==> src/rtl/builtin_sched.sv <==
// builtin_sched: round-robin scheduler that shares one builtin unit (SEXT2/ZEXT/CLOG2/POW2)
// among N_REQ requesters, with one operation in flight and a one-cycle result strobe.
module builtin_sched #(
  parameter int N_REQ = 4,
  parameter int WIDTH = 8
) (
  input  logic                   clock,
  input  logic                   reset,
  input  logic [N_REQ-1:0]       req_valid,
  input  logic [2*N_REQ-1:0]     req_op,
  input  logic [WIDTH*N_REQ-1:0] req_data,
  output logic [N_REQ-1:0]       req_ready,
  output logic                   resp_valid,
  output logic [1:0]             resp_id,
  output logic [WIDTH-1:0]       resp_data,
  output logic [15:0]            op_count
);
  localparam int IDW = (N_REQ > 1) ? $clog2(N_REQ) : 1;
  localparam int CW  = $clog2(WIDTH) + 1;

  localparam logic [1:0] OP_SEXT2 = 2'd0;
  localparam logic [1:0] OP_ZEXT  = 2'd1;
  localparam logic [1:0] OP_CLOG2 = 2'd2;
  localparam logic [1:0] OP_POW2  = 2'd3;

  typedef enum logic [1:0] {IDLE = 2'd0, EXEC = 2'd1, DONE = 2'd2} state_t;

  state_t           state_r, state_s;
  logic [1:0]       op_a_s   [N_REQ];
  logic [WIDTH-1:0] data_a_s [N_REQ];
  logic [IDW-1:0]   gidx_s, prio_r, id_r;
  logic [IDW:0]     sum_s;
  logic             found_s, accept_s, exec_last_s;
  logic [1:0]       op_r;
  logic [WIDTH-1:0] data_r;
  logic [WIDTH:0]   m_r, acc_r, result_s;
  logic [CW-1:0]    cnt_r;
  logic             resp_valid_r;
  logic [1:0]       resp_id_r;
  logic [WIDTH-1:0] resp_data_r;
  logic [15:0]      op_count_r;

  // Single-cycle ops; POW2 lands in bit WIDTH when src == WIDTH and is zeroed on output.
  function automatic logic [WIDTH:0] fn_single(input logic [1:0] op, input logic [WIDTH-1:0] src);
    logic [WIDTH:0] res;
    case (op)
      OP_SEXT2: res = {1'b0, {(WIDTH-2){src[1]}}, src[1:0]};
      OP_ZEXT:  res = {1'b0, src};
      OP_POW2:  res = (WIDTH+1)'(1) << src;
      default:  res = '0;
    endcase
    return res;
  endfunction

  // ceil(log2(src)) is the bit length of src-1; src of 0 or 1 seeds zero.
  function automatic logic [WIDTH:0] fn_clog2_seed(input logic [WIDTH-1:0] src);
    logic [WIDTH:0] seed;
    if (src <= WIDTH'(1)) begin
      seed = '0;
    end else begin
      seed = {1'b0, src} - (WIDTH+1)'(1);
    end
    return seed;
  endfunction

  // Unpack per-requester opcode and operand slices.
  always_comb begin
    for (int i = 0; i < N_REQ; i++) begin
      op_a_s[i]   = req_op[2*i +: 2];
      data_a_s[i] = req_data[WIDTH*i +: WIDTH];
    end
  end

  // Round-robin search starting at the priority pointer.
  always_comb begin
    found_s = 1'b0;
    gidx_s  = '0;
    sum_s   = '0;
    for (int i = 0; i < N_REQ; i++) begin
      sum_s = {1'b0, prio_r} + (IDW+1)'(i);
      if (sum_s >= (IDW+1)'(N_REQ)) begin
        sum_s = sum_s - (IDW+1)'(N_REQ);
      end else begin
        sum_s = sum_s;
      end
      if (!found_s && req_valid[sum_s[IDW-1:0]]) begin
        found_s = 1'b1;
        gidx_s  = sum_s[IDW-1:0];
      end else begin
        found_s = found_s;
      end
    end
  end

  assign accept_s    = (state_r == IDLE) && found_s;
  assign exec_last_s = (op_r != OP_CLOG2) || (cnt_r == CW'(WIDTH-1));

  // Result of the final EXEC cycle; CLOG2 folds in the last bit examined.
  always_comb begin
    if (op_r == OP_CLOG2) begin
      if (m_r[0]) begin
        result_s = (WIDTH+1)'(cnt_r) + (WIDTH+1)'(1);
      end else begin
        result_s = acc_r;
      end
    end else begin
      result_s = fn_single(op_r, data_r);
    end
  end

  // State register.
  always_ff @(posedge clock) begin
    if (reset) begin
      state_r <= IDLE;
    end else begin
      state_r <= state_s;
    end
  end

  // Next-state logic.
  always_comb begin
    case (state_r)
      IDLE:    state_s = accept_s ? EXEC : IDLE;
      EXEC:    state_s = exec_last_s ? DONE : EXEC;
      DONE:    state_s = IDLE;
      default: state_s = IDLE;
    endcase
  end

  // Grant output: combinational in IDLE only.
  always_comb begin
    if (accept_s) begin
      req_ready = N_REQ'(1) << gidx_s;
    end else begin
      req_ready = '0;
    end
  end

  // Operand capture, priority pointer and iterative CLOG2 scan.
  always_ff @(posedge clock) begin
    if (reset) begin
      op_r   <= 2'd0;
      data_r <= '0;
      id_r   <= '0;
      m_r    <= '0;
      acc_r  <= '0;
      cnt_r  <= '0;
      prio_r <= '0;
    end else if (accept_s) begin
      op_r   <= op_a_s[gidx_s];
      data_r <= data_a_s[gidx_s];
      id_r   <= gidx_s;
      m_r    <= fn_clog2_seed(data_a_s[gidx_s]);
      acc_r  <= '0;
      cnt_r  <= '0;
      prio_r <= (gidx_s == IDW'(N_REQ-1)) ? '0 : gidx_s + IDW'(1);
    end else if (state_r == EXEC && op_r == OP_CLOG2) begin
      m_r   <= m_r >> 1;
      cnt_r <= cnt_r + CW'(1);
      if (m_r[0]) begin
        acc_r <= (WIDTH+1)'(cnt_r) + (WIDTH+1)'(1);
      end
    end
  end

  // Response registers: loaded on the edge into DONE, cleared otherwise.
  always_ff @(posedge clock) begin
    if (reset) begin
      resp_valid_r <= 1'b0;
      resp_id_r    <= 2'd0;
      resp_data_r  <= '0;
    end else if (state_r == EXEC && exec_last_s) begin
      resp_valid_r <= 1'b1;
      resp_id_r    <= 2'(id_r);
      resp_data_r  <= result_s[WIDTH] ? '0 : result_s[WIDTH-1:0];
    end else begin
      resp_valid_r <= 1'b0;
      resp_id_r    <= 2'd0;
      resp_data_r  <= '0;
    end
  end

  // Completed-operation counter, wraps naturally.
  always_ff @(posedge clock) begin
    if (reset) begin
      op_count_r <= 16'd0;
    end else if (state_r == DONE) begin
      op_count_r <= op_count_r + 16'd1;
    end
  end

  assign resp_valid = resp_valid_r;
  assign resp_id    = resp_id_r;
  assign resp_data  = resp_data_r;
  assign op_count   = op_count_r;
endmodule

==> config.mk <==
export PLATFORM = sky130hd
export DESIGN_NAME = builtin_sched
export DESIGN_NICKNAME = d
export VERILOG_FILES = /design/src/rtl/builtin_sched.sv
export SDC_FILE = /design/constraint.sdc
export NUM_CORES = 1
export LEC_CHECK = 0
export CORE_ASPECT_RATIO = 0.8
export CORE_MARGIN = 2
export CORE_UTILIZATION = 45
export DETAILED_ROUTE_END_ITERATION = 8
export PLACE_DENSITY = 0.76
export SLEW_MARGIN = 20
export SYNTH_ARGS = -nofsm -noshare
export SYNTH_HDL_FRONTEND = slang
export SYNTH_SLANG_ARGS = --single-unit
==> constraint.sdc <==
create_clock -name clock -period 3 [get_ports clock]
set_input_delay 0.6 -clock clock [delete_from_list [all_inputs] [get_ports clock]]
set_output_delay 0.6 -clock clock [all_outputs]
set_load 0.01 [all_outputs]
# == Word level (Yosys, flattened, before mapping) ==
# Index checks and enable logic that the tools add are counted.
# op_classes
shift,2
n_bitwise,2
add_sub_neg,12
magnitude_cmp,10
mul,0
n_reduce_logical,16
mux,38
eq_ne,8
n_div,0
# ops
op,count
2-to-1 mux 9 bit,5
case mux 9 bit (3 select lines),1
2-to-1 mux 2 bit,12
adder 16 x 1 -> 16 bit (second input constant),1
binary-select mux 8 bit (select 2 bit),1
2-to-1 mux 8 bit,2
greater-or-equal comparator 3 bit (second input constant),4
< comparator 2 x 3 -> 1 bit (second input constant),4
2-to-1 mux 1 bit,10
<< shifter 1 x 8 -> 9 bit (first input constant),1
subtractor 8 x 1 -> 9 bit (second input constant),1
binary-select mux 1 bit (select 2 bit),4
equality test 2 bit (second input constant),4
less-or-equal comparator 8 x 1 -> 1 bit (second input constant),1
subtractor 2 x 1 -> 2 bit (second input constant),4
adder 2 x 2 -> 3 bit (second input constant),2
logical AND 1 bit,6
adder 4 x 1 -> 5 bit (second input constant),1
adder 4 x 1 -> 4 bit (second input constant),1
binary-select mux 2 bit (select 2 bit),1
equality test 2 x 1 -> 1 bit (second input constant),2
equality test 4 x 3 -> 1 bit (second input constant),1
zero test 2 bit,2
2-to-1 mux 4 bit,1
other kinds (13),16
# totals
latchBits,0
output_inout_bits,31
mem_bits_rw,0
memories,0
mem_bits_ro,0
ff_bits,65

# == Logic depth before layout (Yosys ltp) ==
# Gate-level depths: netlist of the first run.
# logic_depth
word_depth,21
depth_mapped,13

# == Worst setup path before layout of the first run ==
# Ideal clock, no wire load.
# synth_path
path_kind,input port to flip-flop
start,in req_valid[1]
end,reg m_r[1]
arrival_ns,2.935
path_slack_ns,-0.062
setup_ns,0.128
path_stages,10
path_cell_list,or3b_1 > o221ai_2 > buf_6 > mux2i_1 > mux2i_1 > or4_1 > or4b_1 > clkbuf_1 > a31oi_1 > nor2_1
# synth_between
elab_chain_cells,19
# synth_rtl
item,line,text
start: declaration,9,"input logic [N_REQ-1:0] req_valid,"
binary-select mux 1 bit (select 2 bit),86,if (!found_s && req_valid[sum_s[IDW-1:0]]) begin
2-to-1 mux 1 bit (not written as such),86,
2-to-1 mux 1 bit,86,
zero test 1 bit,86,
logical AND 1 bit,86,
2-to-1 mux 1 bit,86,
zero test 1 bit,86,
logical AND 1 bit,86,
[2 not listed],-,
logical AND 1 bit,86,
2-to-1 mux 2 bit,86,
inverter 2 -> 3 bit (not written as such),153,m_r <= fn_clog2_seed(data_a_s[gidx_s]);
binary-select mux 8 bit (select 2 bit),153,
2-to-1 mux 8 bit (not written as such) (2 in a row),153,
subtractor 8 x 1 -> 9 bit / less-or-equal comparator 8 x 1 -> 1 bit (equally long branches),"61, 58",
2-to-1 mux 9 bit,58,if (src <= WIDTH'(1)) begin
2-to-1 mux 9 bit,149,end else if (accept_s) begin
end signal: assignment,153,
end signal: assignment,158,m_r <= m_r >> 1;
end: declaration,36,"logic [WIDTH:0] m_r, acc_r, result_s;"
# Several ways; a longest one is shown, not always the timed one. The select of a mux whose other input is x is not followed.
# A chain may end at the register's enable or synchronous reset.

# == Worst setup path after layout of the first run ==
# layout_path
start,reg prio_r[1]
end,reg m_r[6]
# layout_between
elab_chain_cells,21
# layout_rtl
item,line,text
start: declaration,31,"logic [IDW-1:0] gidx_s, prio_r, id_r;"
start signal: assignment,156,prio_r <= (gidx_s == IDW'(N_REQ-1)) ? '0 : gidx_s + IDW'(1);
branches (longest 21 deep; another with adder 2 x 1 -> 3 bit),-,
# Parallel ways; which one is timed is not known. The select of a mux whose other input is x is not followed.

==> impl_metrics.csv, run 1 <==
group,metric,value,unit
synth,synth_nets,456,
synth,synth_warnings,0,
power_and_ir_drop,p_int,1.69,mW
global_route,overflow,0,
outcome,status,"complete, no violations",
drt,drc,0,
timing,whs,0.459,ns
min_path,holdCritPathClass,"flip-flop to flip-flop",
critical_path,cp_cell_sequence,"or3b_4, o221ai_4, buf_6, mux2i_1, mux2i_1, buf_4, buf_4, buf_4, inv_1, nand2_1, or4b_1, a311oi_2",
clock_network,ctsHtreeMaxLevel,3,
power_and_ir_drop,p_seq_share,39.8,%
critical_path,critical_path_class,"flip-flop to flip-flop",
drt,postRouteWirelength,8250,um
synth,synthCells,403,
synth,ys_seq_area_share,39.6,%
layout,final_core_util,65.7,%
clock_network,path_clk_slew,0.08,ns
clock_network,insertion_delay,0.35,ns
synth,synthDistinctLibCells,49,
critical_path,crit_top_cell,"buf_4",
critical_path,critPathLaunchType,"flip-flop",
floorplanning,core,0.00699,mm^2
timing,post-route-period-util,97.8,%
floorplanning,fp.dieW,99.6,um
clock_network,cts_buffers,9,
min_path,hp-start,"id_r[1]",
critical_path,r2r_start,"prio_r[1]",
power_and_ir_drop,power.density,559,mW/mm^2
layout,fillers,584,
drt,antenna_left,0,
critical_path,path_buf_inv,5,
layout,fin_nets,557,
timing,hold_viol_final,0,
critical_path,crit_fanout,7,
critical_path,critPathArrivalTime,3.20,ns
clock_network,root_buffer,"clkbuf_8",
global_route,grt_antenna_before_repair,0,
critical_path,crit_cells,12,
timing,maxSlewHeadroom,63.5,%
global_route,grt_pass1_wl,13900,um
critical_path,path_delay_family,"simple AND/OR/NAND/NOR gates",
timing,min_period,2.93,ns
power_and_ir_drop,p_switching,0.880,mW
min_path,hold-path-endpoint,"id_r[1]",
critical_path,critPathSlowestCell,"or4b_1",
power_and_ir_drop,ir_drop,0.327,mV
synth,ys.flop_type,"dfxtp_1",
global_route,grt_max_degree,42,
clock_network,ctsHoldBuffers,0,
synth,async_flop_share,0,%
critical_path,rr_worst_depth,12,
power_and_ir_drop,sw_frac_of_total,34.3,%
place,postPlaceCellArea,0.00431,mm^2
critical_path,cp.required,3.27,ns
place,dpl.hpwl,5980,um
synth,synth_area,0.00329,mm^2
clock_network,clk_path_buf_depth,2,
synth,ys_seq_elements,65,
power_and_ir_drop,leakage,1.83,nW
min_path,holdPathStages,2,
timing,drv_slew,0,
clock_network,cts_sinks,65,
global_route,grt_pass1_vias,3075,
place,post-place-ws,-0.719,ns
timing,setup_viol,0,
critical_path,r2r_slack,0.07,ns
critical_path,cp_slowest_stage_delay,0.56,ns
floorplanning,die_h,80.5,um
layout,num_antenna_cells,0,
drt,viasPerCell,5.38,
floorplanning,fp-row-count,27,
drt,dr_total_vias,3204,
timing,finClkSkew,0.0134,ns
floorplanning,design.portCount,77,
layout,layout-drive-gt1-share,13.9,%
drt,firstDrtPassIters,5,
layout,fin_area,0.00459,mm^2
critical_path,r2r-end,"m_r[6]",
power_and_ir_drop,pwr-share-clk,26.1,%
flow_run,maxCapViolCount,0,
power_and_ir_drop,combinationalPowerShare,34.0,%
timing,setup_ws,0.0656,ns
clock_network,cts_tree,"yes",
place,gp_congestion,0.890,
synth,synth-edff-count,0,
critical_path,cp-end-kind,"flip-flop",
layout,syn2layout_area_growth,39.6,%
floorplanning,initial_core_util,47.0,%
timing,worstMarginPinSlew,0.547,ns
place,io_buffers,76,
timing,fmax,341,MHz
drt,drt-initial-drc-count,168,
drt,post_drt_wl_per_cell,13.8,um
power_and_ir_drop,fin_total_pwr,2.57,mW
floorplanning,die-area,0.00801,mm^2
global_route,track_usage,21.8,%
synth,syn_avg_cell_area,8.16,um^2
==> worst max-delay path by stage <==
stage | end | from | slack (ns)
after floorplan | m_r[1] | req_valid[1] | 0.01
after global placement | m_r[6] | req_valid[0] | -0.56
after detailed placement | m_r[6] | req_valid[0] | -0.72
after CTS | m_r[2] | req_valid[2] | 0.004
after global routing | m_r[6] | prio_r[1] | -0.09
final | m_r[6] | prio_r[1] | 0.07
==> cell usage in the layout, fill, tap and decap left out, types with 3 or more instances in the layout <==
cell type / netlist / final
dlygate4sd2_1: 0 / 5
mux2i_1: 28 / 24
ha_1: 7 / 7
nor3_1: 6 / 5
nand3_1: 11 / 11
a211oi_1: 7 / 7
inv_6: 0 / 3
nand2_1: 66 / 66
and3_1: 13 / 13
dfxtp_1: 65 / 64
clkdlybuf4s50_1: 0 / 68
clkbuf_8: 0 / 9
nand3b_1: 3 / 3
nand4_1: 3 / 3
buf_4: 1 / 32
nor2b_1: 6 / 6
a21oi_1: 40 / 39
mux2i_4: 0 / 3
xor2_1: 17 / 17
a31oi_1: 5 / 5
nand2b_1: 3 / 3
and2_1: 6 / 6
xnor2_1: 6 / 6
o21ai_0: 8 / 8
inv_1: 8 / 8
nor2_1: 43 / 43
==> area by class of cell <==
cell class	instances	area (um^2)	area share [%]
clock buffers	9	124	2.70
inverters	9	33.8	0.735
multi-input cells	307	1940	42.1
repair buffers	112	1040	22.6
well taps	87	109	2.37
clock inverters	7	51.3	1.12
flip-flops and latches	65	1300	28.4
==> power by group through the flow <==
stage / Combinational (mW) / Clock [mW] / Sequential [mW]
3_3_place_gp: 0.787 / 0 / 1.04
6_report: 0.874 / 0.671 / 1.02
4_1_cts: 0.830 / 0.685 / 1.02
5_1_grt: 0.960 / 0.723 / 1.03
2_1_floorplan: 0.499 / 0 / 1.01
3_5_place_dp: 0.801 / 0 / 1.04
==> routing by layer <==
metal  track usage (%)  vias up  part of all wire [%]
met5                 0        -                     0
met4              7.67        0                   1.2
met3              5.48       12                   5.4
met2              34.7      100                    46
met1              28.8     1494                    47
li1                  -     1598                     -
==> cell families (layout without fill, tap and decap cells) <==
kind of cell / count (synthesis) / count (layout) / share of synthesized area, %
XOR/XNOR: 23 / 23 / 6.12
flip-flops: 65 / 65 / 39.6
adder cells (fa/ha/maj): 7 / 7 / 2.66
multiplexers: 29 / 29 / 8.94
AND/OR/NAND/NOR: 174 / 174 / 25.1
AO/OA/AOI/OAI: 74 / 74 / 13.6
buffers and inverters: 31 / 137 / 3.96
==> through the flow <==
| stage | instances | TNS (ns) |
|---|---|---|
| final | 596 | 0 |
| after global routing | 596 | -0.346 |
| after CTS | 595 | 0 |
| after detailed placement | 573 | -7.27 |
| after global placement | 573 | -5.75 |
| after floorplan | 403 | 0 |
==> synth_stat cells, types with 3 or more instances <==
cell | n | area (um^2)
nand3_1 | 11 | 55.1
and2_1 | 6 | 37.5
ha_1 | 7 | 87.6
inv_1 | 8 | 30.0
xor2_1 | 17 | 149
nand3b_1 | 3 | 22.5
a211oi_1 | 7 | 52.6
a21oi_1 | 40 | 200
nor2_1 | 43 | 161
nand2b_1 | 3 | 18.8
nor3_1 | 6 | 30.0
nor2b_1 | 6 | 37.5
xnor2_1 | 6 | 52.6
o21ai_0 | 8 | 40.0
nand2_1 | 66 | 248
nand4_1 | 3 | 18.8
mux2i_1 | 28 | 280
and3_1 | 13 | 81.3
a31oi_1 | 5 | 31.3
dfxtp_1 | 65 | 1300
clkbuf_1 | 16 | 60.1
==> worst min-delay path: cells and delay by family, from the launching register on <==
| family | cells | cell delay, ns |
|---|---|---|
| DFF | 1 | 0.31 |
| and+or+nand+nor | 1 | 0.05 |
| AOI/OAI and AO/OA | 1 | 0.06 |
==> what timing repair did <==
item / 4_1_cts / 5_1_grt
gates resized for setup: 15 / 16
pin swaps: 5 / 6
hold endpoints to repair: 0 / 0
endpoints found under the setup margin: 12 / 8
buffers inserted: 6 / 1
==> state kept, by name (all words and copies together) (netlist names) <==
name        cells
id_r            2
resp_id         2
op_count       16
op_r            2
m_r             9
resp_data       8
resp_valid      1
prio_r          2
acc_r           9
state_r         2
data_r          8
cnt_r           4
No activity file was read; power rests on OpenSTA's default activity.
==> run 2: changes to the inputs <==
Settings changed: CORE_UTILIZATION 45 to 40, CTS_CLUSTER_SIZE from default to 12, PLACE_DENSITY 0.76 to 0.69.
==> impl_metrics.csv, run 2 (synthesis results as in run 1) <==
group,metric,value,unit
outcome,status,"complete, no violations",
global_route,overflow,0,
min_path,holdCritPathClass,"flip-flop to flip-flop",
layout,num_antenna_cells,0,
place,io_buffers,76,
timing,finClkSkew,0.0117,ns
timing,drv_slew,0,
critical_path,critPathArrivalTime,3.17,ns
drt,firstDrtPassIters,6,
place,dpl.hpwl,5880,um
timing,setup_ws,0.0396,ns
floorplanning,core,0.00795,mm^2
timing,tns,0,ns
clock_network,clk_path_buf_depth,2,
drt,dr_total_vias,3247,
layout,fin_nets,564,
critical_path,critPathLaunchType,"input pin",
floorplanning,die_h,85.1,um
clock_network,path_clk_slew,0.07,ns
layout,syn2layout_area_growth,46.1,%
critical_path,cp.required,3.21,ns
global_route,grt_antenna_before_repair,0,
layout,fin_area,0.00480,mm^2
layout,mostFrequentLayoutCell,"clkdlybuf4s50_1",
timing,hold_viol_final,0,
timing,fmax,338,MHz
power_and_ir_drop,power.density,588,mW/mm^2
layout,largest_register_ffs,16,
power_and_ir_drop,ir_drop,0.322,mV
timing,post-route-period-util,98.7,%
critical_path,cp-end-kind,"flip-flop",
clock_network,root_buffer,"clkbuf_8",
clock_network,ctsHtreeMaxLevel,3,
timing,worstMarginPinSlew,0.470,ns
floorplanning,initial_core_util,41.4,%
place,gp_congestion,0.869,
critical_path,crit_fanout,6,
floorplanning,fp.dieW,105,um
floorplanning,design.portCount,77,
timing,rsz0062_at_grt,"yes",
flow_run,maxCapViolCount,0,
timing,whs,0.457,ns
timing,setup_viol,0,
power_and_ir_drop,leakage,1.91,nW
global_route,grt_max_degree,42,
drt,antenna_left,0,
drt,drt-initial-drc-count,246,
global_route,track_usage,19.7,%
clock_network,cts_sinks,65,
global_route,grt_pass1_vias,3070,
layout,final_cells,624,
clock_network,insertion_delay,0.34,ns
power_and_ir_drop,fin_total_pwr,2.82,mW
critical_path,critical_path_class,"input pin to flip-flop",
floorplanning,die-area,0.00897,mm^2
clock_network,cts_buffers,9,
drt,viasPerCell,5.20,
drt,postRouteWirelength,8800,um
timing,maxSlewHeadroom,68.4,%
global_route,grt_pass1_wl,14200,um
clock_network,cts_tree,"yes",
drt,drc,0,
layout,final_cell_mix,"clkdlybuf4s50_1 (68), nand2_1 (66), dfxtp_1 (64)",
timing,min_period,2.96,ns
drt,post_drt_wl_per_cell,14.1,um
clock_network,ctsHoldBuffers,0,
floorplanning,fp-row-count,29,
place,post-place-ws,-0.718,ns
place,dp.cells,593,
layout,layout-drive-gt1-share,15.1,%
layout,final_core_util,60.5,%
place,postPlaceCellArea,0.00432,mm^2
## run 2: cell types whose count changed in the layout (fill, tap and decap cells not counted), moves of 2 or more
cell,before,now
bufinv_16,0,2
inv_6,3,0
clkbuf_8,9,11
buf_4,32,37
mux2i_2,2,0
clkinv_2,2,0
## run 2: final cells by class
class | instances | area [um^2]
clock buffers | 12 | 155
clock inverters | 4 | 75.1
fillers | 672 | 3140
inverters | 9 | 33.8
multi-input cells | 308 | 1990
flip-flops and latches | 65 | 1310
well taps | 108 | 135
repair buffers | 118 | 1110
## run 2: routing by layer
metal | vias up | wire (um) | GRT usage, %
met5 | - | 0 | 0
met4 | 0 | 148 | 6.67
met3 | 16 | 568 | 4.45
met2 | 121 | 3880 | 30.1
met1 | 1491 | 4200 | 27.4
li1 | 1619 | - | -
## run 2: power breakdown
group,internal [mW],leakage [nW],switching [mW]
Clock,0.514,0.109,0.332
Sequential,0.941,0.530,0.0897
Combinational,0.481,1.27,0.466
Total,1.94,1.91,0.888
## run 2: final timing paths
path           startpoint       to  slack (ns)  cells past startpoint
min               id_r[1]  id_r[1]        0.46                      2
max          req_valid[2]   m_r[4]        0.04                     14
min reg2reg       id_r[1]  id_r[1]        0.46                      2
max reg2reg     prio_r[1]   m_r[4]        0.04                     13
## run 2: worst max-delay path, stage by stage
cell and delay [ns]:
buf_2 0.13, or3b_4 0.42, o221ai_4 0.08, buf_12 0.16, buf_8 0.11, buf_4 0.12, mux2i_4 0.23, mux2i_4 0.11
inv_1 0.10, ha_1 0.17, o21bai_1 0.12, or4b_4 0.54, a21oi_2 0.19, a211oi_1 0.08
## run 2: repair_timing
item                                    in CTS  in global routing
setup buffers                                8                  5
gates resized for setup                     26                 14
pin swaps                                    6                  9
gates cloned                                 2                  0
endpoints found under the setup margin      12                  9
==> run 3: changes to the inputs <==
Settings changed: CORE_UTILIZATION 40 to 45, PLACE_DENSITY 0.69 to 0.88.
==> impl_metrics.csv, run 3 (synthesis results as in run 1) <==
group,metric,value,unit
outcome,status,"complete, but fails checks",
outcome,failed_checks,"setup timing",
timing,hold_viol_final,0,
min_path,holdCritPathClass,"flip-flop to flip-flop",
clock_network,cts_sinks,65,
global_route,grt_antenna_before_repair,0,
critical_path,crit_fanout,6,
floorplanning,fp.dieW,99.6,um
floorplanning,design.portCount,77,
timing,setup_ws,-0.0598,ns
global_route,grt_pass1_wl,15100,um
drt,dr_wl_met3,731,um
timing,setup_viol,5,
layout,final_cell_mix,"clkdlybuf4s50_1 (68), nand2_1 (66), dfxtp_1 (64)",
drt,postRouteWirelength,9840,um
global_route,overflow,0,
floorplanning,fp-row-count,27,
critical_path,cp-end-kind,"flip-flop",
critical_path,critPathLaunchType,"input pin",
drt,drt-initial-drc-count,281,
place,dp.cells,574,
critical_path,r2r_start,"prio_r[1]",
critical_path,critPathLaunch,"req_valid[1]",
layout,largest_register_ffs,16,
global_route,track_usage,23.8,%
critical_path,r2r_slack,-0.03,ns
critical_path,crit_end,"m_r[3]",
floorplanning,core,0.00699,mm^2
layout,syn2layout_area_growth,43.3,%
power_and_ir_drop,leakage,1.89,nW
global_route,grt_max_degree,42,
floorplanning,die-area,0.00801,mm^2
timing,drv_slew,0,
timing,min_period,3.06,ns
drt,dr_total_vias,3425,
layout,mostFrequentLayoutCell,"clkdlybuf4s50_1",
global_route,grt_pass1_vias,3224,
place,post-place-ws,-0.651,ns
drt,antenna_left,0,
layout,layout-drive-gt1-share,15.0,%
drt,viasPerCell,5.71,
critical_path,rr_worst_depth,10,
min_path,holdPathStages,2,
clock_network,cts_buffers,9,
drt,post_drt_wl_per_cell,16.4,um
flow_run,maxCapViolCount,0,
drt,wl_met1,4130,um
layout,final_cells,600,
timing,fmax,327,MHz
place,dpl.hpwl,6280,um
layout,fillers,519,
clock_network,root_buffer,"clkbuf_8",
floorplanning,die_h,80.5,um
timing,whs,0.453,ns
drt,routed.top_layer,"met4",
drt,route.met2.wl,4660,um
drt,drc,0,
power_and_ir_drop,ir_drop,0.353,mV
clock_network,clk_path_buf_depth,2,
timing,maxSlewHeadroom,61.5,%
layout,num_antenna_cells,0,
timing,post-route-period-util,102,%
floorplanning,initial_core_util,47.0,%
critical_path,cp.required,3.21,ns
critical_path,critPathArrivalTime,3.27,ns
drt,firstDrtPassIters,5,
timing,rsz0062_at_grt,"yes",
layout,final_core_util,67.4,%
place,gp_congestion,0.948,
timing,finClkSkew,0.0109,ns
critical_path,r2r-end,"m_r[3]",
clock_network,ctsHoldBuffers,0,
clock_network,cts_tree,"yes",
timing,worstMarginPinSlew,0.573,ns
place,io_buffers,76,
clock_network,path_clk_slew,0.07,ns
critical_path,critical_path_class,"input pin to flip-flop",
power_and_ir_drop,power.density,600,mW/mm^2
layout,fin_nets,561,
clock_network,insertion_delay,0.35,ns
clock_network,ctsHtreeMaxLevel,3,
-- run 3: layer usage --
| metal | vias up | global-route usage [%] |
|---|---|---|
| met5 | - | 0 |
| met4 | 0 | 5.48 |
| met3 | 35 | 6.61 |
| met2 | 171 | 41.4 |
| met1 | 1606 | 29.4 |
| li1 | 1613 | - |
-- run 3: repair_timing --
| item | CTS | global route |
|---|---|---|
| setup endpoints to repair | 12 | 8 |
| gates resized for setup | 21 | 15 |
| pin swaps | 7 | 6 |
| buffers inserted | 5 | 5 |
-- run 3: area by class of cell --
type	instances	area (um^2)	area share, %
clock buffer	10	138	2.92
timing repair buffer	116	1080	22.9
sequential	65	1310	27.7
tap	87	109	2.31
inverter	9	33.8	0.717
clock inverter	6	91.3	1.94
multi-input combinational	307	1960	41.5
-- run 3: critical path, cell delays in order --
cell	delay, ns
buf_2	0.13
or3b_4	0.42
o221ai_4	0.09
buf_6	0.18
buf_6	0.11
mux2i_2	0.22
mux2i_1	0.13
or4_4	0.55
or4b_4	0.58
a21oi_4	0.19
a211oi_2	0.06
-- run 3: worst min-delay path by stage --
stage	start	slack [ns]	to
after global placement	id_r[1]	0.44	id_r[1]
final	id_r[1]	0.45	id_r[1]
after detailed placement	id_r[1]	0.44	id_r[1]
after CTS	id_r[1]	0.45	id_r[1]
after global routing	id_r[1]	0.49	id_r[1]
after floorplan	id_r[1]	0.43	resp_id[1]
-- run 3: power breakdown --
part	switching [mW]	internal, mW
combinational	0.491	0.467
clock	0.350	0.491
sequential	0.0883	0.941
total	0.929	1.90
-- run 3: through the flow --
| step | power (mW) | cell area (um^2) | setup TNS, ns |
|---|---|---|---|
| 2_1_floorplan | 1.51 | 3300 | 0 |
| 3_3_place_gp | 1.82 | 4320 | -5.32 |
| 3_5_place_dp | 1.85 | 4320 | -6.53 |
| 4_1_cts | 2.72 | 4610 | 0 |
| 5_1_grt | 2.96 | 4710 | -0.667 |
| 6_report | 2.83 | 4710 | -0.245 |
